[src/rtl/cpu_pkg.sv]
// Shared CPU constants and types used by decode, writeback and the register file.
package cpu_pkg;

  localparam int NREGS  = 16;
  localparam int AWIDTH = 4;
  localparam int DWIDTH = 32;

  typedef logic [AWIDTH-1:0] reg_index_t;
  typedef logic [DWIDTH-1:0] reg_data_t;

  localparam reg_index_t REG_FP = 4'd0;
  localparam reg_index_t REG_SP = 4'd1;
  localparam reg_index_t REG_R0 = 4'd2;

endpackage

[src/rtl/cpu_scoreboard.sv]
// Per-register pending-write counters feeding the decode RAW-hazard stall.
module cpu_scoreboard #(
  parameter int NREGS  = cpu_pkg::NREGS,
  parameter int AWIDTH = cpu_pkg::AWIDTH,
  parameter int PWIDTH = 2
) (
  input  logic              clk_i,
  input  logic              rst_i,
  input  logic              reserve_enable_i,
  input  logic [AWIDTH-1:0] reserve_index_i,
  input  logic              write_enable_i,
  input  logic [AWIDTH-1:0] write_index_i,
  input  logic [AWIDTH-1:0] reg0_index_i,
  input  logic [AWIDTH-1:0] reg1_index_i,
  output logic              hazard_o,
  output logic              overflow_o
);

  localparam logic [PWIDTH-1:0] CNT_MAX = '1;

  logic [PWIDTH-1:0] cnt     [NREGS];
  logic [PWIDTH-1:0] cnt_nxt [NREGS];
  logic              ovf_set;

  always_comb begin
    ovf_set = 1'b0;
    for (int i = 0; i < NREGS; i++) begin
      cnt_nxt[i] = cnt[i];
      // A reservation and a write to the same index cancel out.
      if (reserve_enable_i && (reserve_index_i == AWIDTH'(i)) &&
          !(write_enable_i && (write_index_i == AWIDTH'(i)))) begin
        if (cnt[i] == CNT_MAX) ovf_set = 1'b1;
        else                   cnt_nxt[i] = cnt[i] + 1'b1;
      end else if (write_enable_i && (write_index_i == AWIDTH'(i)) &&
                   !(reserve_enable_i && (reserve_index_i == AWIDTH'(i)))) begin
        if (cnt[i] != '0) cnt_nxt[i] = cnt[i] - 1'b1;
      end
    end
  end

  always_ff @(posedge clk_i or negedge rst_i) begin
    if (!rst_i) begin
      for (int i = 0; i < NREGS; i++) cnt[i] <= '0;
      overflow_o <= 1'b0;
    end else begin
      for (int i = 0; i < NREGS; i++) cnt[i] <= cnt_nxt[i];
      if (ovf_set) overflow_o <= 1'b1;
    end
  end

  // Registered counts only: a write landing this cycle clears the stall next cycle.
  assign hazard_o = (cnt[reg0_index_i] != '0) | (cnt[reg1_index_i] != '0);

endmodule

[src/rtl/cpu_registerfile.sv]
// Architectural register file: writeback sink, two registered read ports with bypass, hazard scoreboard.
module cpu_registerfile #(
  parameter int NREGS  = cpu_pkg::NREGS,
  parameter int AWIDTH = cpu_pkg::AWIDTH,
  parameter int DWIDTH = cpu_pkg::DWIDTH,
  parameter int PWIDTH = 2
) (
  input  logic              clk_i,
  input  logic              rst_i,
  input  logic [AWIDTH-1:0] register_write_index_i,
  input  logic              register_write_enable_i,
  input  logic [DWIDTH-1:0] result_i,
  input  logic [AWIDTH-1:0] reg0_index_i,
  input  logic [AWIDTH-1:0] reg1_index_i,
  output logic [DWIDTH-1:0] value0_o,
  output logic [DWIDTH-1:0] value1_o,
  input  logic              reserve_enable_i,
  input  logic [AWIDTH-1:0] reserve_index_i,
  output logic              hazard_o,
  output logic              overflow_o
);

  logic [DWIDTH-1:0] rf [NREGS];
  logic              byp0;
  logic              byp1;

  assign byp0 = register_write_enable_i && (register_write_index_i == reg0_index_i);
  assign byp1 = register_write_enable_i && (register_write_index_i == reg1_index_i);

  always_ff @(posedge clk_i or negedge rst_i) begin
    if (!rst_i) begin
      for (int i = 0; i < NREGS; i++) rf[i] <= '0;
    end else if (register_write_enable_i) begin
      rf[register_write_index_i] <= result_i;
    end
  end

  // Same-cycle write is forwarded so decode never sees stale data.
  always_ff @(posedge clk_i or negedge rst_i) begin
    if (!rst_i) begin
      value0_o <= '0;
      value1_o <= '0;
    end else begin
      value0_o <= byp0 ? result_i : rf[reg0_index_i];
      value1_o <= byp1 ? result_i : rf[reg1_index_i];
    end
  end

  cpu_scoreboard #(
    .NREGS  (NREGS),
    .AWIDTH (AWIDTH),
    .PWIDTH (PWIDTH)
  ) u_scoreboard (
    .clk_i            (clk_i),
    .rst_i            (rst_i),
    .reserve_enable_i (reserve_enable_i),
    .reserve_index_i  (reserve_index_i),
    .write_enable_i   (register_write_enable_i),
    .write_index_i    (register_write_index_i),
    .reg0_index_i     (reg0_index_i),
    .reg1_index_i     (reg1_index_i),
    .hazard_o         (hazard_o),
    .overflow_o       (overflow_o)
  );

endmodule

[config.mk]
export PLATFORM = sky130hd
export DESIGN_NAME = cpu_registerfile
export DESIGN_NICKNAME = d
export VERILOG_FILES = /design/src/rtl/cpu_pkg.sv /design/src/rtl/cpu_scoreboard.sv /design/src/rtl/cpu_registerfile.sv
export SDC_FILE = /design/constraint.sdc
export NUM_CORES = 1
export LEC_CHECK = 0
export ABC_CLOCK_PERIOD_IN_PS = 1550
export BUFFER_PORTS_ARGS = -buffer_cell sky130_fd_sc_hd__buf_2
export CAP_MARGIN = 5
export CORE_ASPECT_RATIO = 0.8
export CORE_MARGIN = 5
export CORE_UTILIZATION = 26
export DETAILED_ROUTE_END_ITERATION = 6
export PLACE_DENSITY = 0.37
export SLEW_MARGIN = 20
export SYNTH_ARGS = -nofsm -noshare
export SYNTH_HDL_FRONTEND = slang
export SYNTH_SLANG_ARGS = --single-unit
[constraint.sdc]
create_clock -name clk_i -period 1.55 [get_ports clk_i]
set_input_delay 0.0775 -clock clk_i [delete_from_list [all_inputs] [get_ports clk_i]]
set_output_delay 0.0775 -clock clk_i [all_outputs]
set_load 0.01 [all_outputs]
==> metrics <==
I/O Buffers=117; CP arrival=2310 ps; WL per Instance=25.9 um; antenna-violating nets left=0; clk sinks=609; Worst path depth=5; total CTS buffers=73; Hold Path Class=input pin to flop; Die ar.=130,000 um^2; delay-heaviest family, CP=multiplexers; Slew headroom=0.616; failing checks=negative setup slack; final worst slack=-837 ps; most frequent cells in the layout=dfrtp_1 (609), nand2_1 (549), mux2_2 (348); CP Launch Type=flop; Sum Neg Setup Slack=-945 ps; Placed Cells=4,444; Filler Cell Count=11,916; CTS tree=built; Distinct cells, synth=57; Post-Syn Instances=2,564; Tmin final=2390 ps; RSZ-0062 raised after global routing=yes; Clock Tree Root=clkbuf_16; CP Capture Type=output pin; Place WS=-762 ps; Clock Tree Buf Depth=3; most common cell after layout, fill and taps aside=dfrtp_1; share of the synthesized area in the top cell type=0.478; Vias=23,129; H-tree Lvls=3; Final Max Slew Viols=0; vias in the first global route=24,902; initial antenna violation count=7; # IOs=118; status=finished with violations; crit path kind=flop to output pin; residual DRC count=0; Tot Pwr=51.8 mW; drt pass-1 iters=5; Seq/Total Area, Yosys=0.478; largest net degree at the start of global routing=80; post-synth net total=2,616; All-Layer GR Usage=0.183; hold path cells=4; Finished Layout Cells=4,600; Slew @ Worst Pin=572 ps; Yosys reg bits=609; final hold violation count=0; die width=401 um; vias per cell=5.03; peak supply drop=0.723 mV; final period utilization=1.54; CTS clk-pin slew, worst paths=60 ps; number of max-cap violations=0; Starting Density=0.263; CP max stage delay=490 ps; final setup vio count=2; Post-synth ARST share=1.00; global route overflow=0; Core Footprint=121,000 um^2; CP required=1470 ps; power per cell area=1260 nW/um^2; Clock Skews=19.4 ps; crit-path max FO=2; Detailed Route WL=119,000 um; dpl hpwl=78,800 um; row count=114; area leader, netlist=dfrtp_1; EDFF count, synth=0; Leakage=17.8 nW; top cells by area in the synthesized netlist=dfrtp_1 (48%), mux4_2 (19%), mux2_2 (13%); first-pass GRT wire length=176,000 um; area delta synth->final=28.7%; Most used DFF post-synth=dfrtp_1; yosys warns=0; DIE HEIGHT=323 um; CP bufs+invs=1; initial DRC count=1,315; Net count, final=2,974; share of post-route cells with drive strength above 1=0.454; Avg Synthesized Cell Area=12.4 um^2; Worst R2R Path Depth=5; clock latency on the worst-skew pair=640 ps; gpl congestion=0.780; slowest library cell on the worst path=mux4_2; post-synthesis cell area=31,900 um^2; worst-path cell chain=nor2_1 -> mux4_2 -> mux2_2 -> o211ai_1 -> buf_2; hold slack final=57.2 ps; fmax=419 MHz
## timing repair
action,CTS,global route
setup endpoints to repair,39,58
endpoints found under the hold margin,1178,10
hold buffers,43,1
setup buffers,4,4
cloned,0,0
pin swaps,35,39
gates resized for setup,72,65
## routing by layer
layer	share of wire	routed length (um)	global-route usage	up-vias
li1	-	-	-	10026
met1	0.46	54100	0.252	12368
met2	0.47	55500	0.295	568
met3	0.048	5750	0.0368	165
met4	0.030	3560	0.0563	2
met5	0.00011	13	0	-
## synth_stat cells (3+ instances only)
cell	number
a211oi_1	102
a21oi_1	42
a31o_2	3
a31oi_1	5
buf_1	44
buf_2	81
buf_4	15
clkbuf_1	97
dfrtp_1	609
inv_1	9
mux2_2	355
mux2i_1	72
mux4_2	264
nand2_1	557
nand2b_1	7
nand3_1	15
nand3b_1	5
nand4_1	8
nor2_1	99
nor2b_1	50
nor3_1	8
nor3b_1	5
o211ai_1	8
o21ai_0	35
o22ai_1	16
or2_2	6
or3_1	4
xor2_1	6
## kinds of logic (layout without fill, tap and decap cells)
logic type             count (synthesis)  after routing  synth area share
AO/OA/AOI/OAI                        224            224            0.0466
buffers and inverters                249            659            0.0346
XOR/XNOR                               8              8           0.00220
other                                  0              2                 0
AND/OR/NAND/NOR                      783            783             0.103
flip-flops                           609            609             0.478
multiplexers                         691            691             0.335
## power breakdown
part / leakage (nW) / total (mW) / switching, mW / internal, mW
logic: 9.15 / 12.3 / 5.12 / 7.18
clock network: 1.18 / 17.5 / 7.25 / 10.3
registers: 7.51 / 22.0 / 2.60 / 19.4
## tightest hold or removal path: stages
cell and delay [ps]:
buf_2 110, buf_4 170, a31oi_1 180, a31oi_1 110
## area by class of cell
type	instances	area, um^2	area share
Antenna cell	2	5.00	0.000122
Clock buffer	108	2150	0.0525
Clock inverter	19	244	0.00595
Inverter	9	33.8	0.000824
Multi-Input combinational cell	1706	16300	0.397
Sequential cell	609	15200	0.372
Tap cell	1624	2030	0.0496
Timing Repair Buffer	523	5030	0.123
## registers in the layout (all words and copies together) (netlist names)
signal                   flops
value0_o                    32
u_scoreboard.overflow_o      1
value1_o                    32
u_scoreboard.cnt            32
rf                         512
## final timing paths
| kind | startpoint | end | slack [ps] |
|---|---|---|---|
| min in group asynchronous | rst_i | u_scoreboard.cnt[20] | 430 |
| hold / removal | reg0_index_i[3] | value0_o[30] | 60 |
| hold reg to reg | rf[50] | rf[50] | 490 |
| setup / recovery | u_scoreboard.cnt[30] | hazard_o | -840 |
| max in group asynchronous | rst_i | rf[495] | 250 |
| setup reg to reg | u_scoreboard.cnt[1] | u_scoreboard.overflow_o | -110 |
## metrics by stage
step | util | cell area, um^2
2_1_floorplan | - | 31900
3_3_place_gp | 0.311 | 37700
3_5_place_dp | 0.311 | 37700
4_1_cts | 0.336 | 40800
5_1_grt | 0.338 | 41000
6_report | 0.338 | 41000
Note: power is estimated with default switching activity, not from simulation.
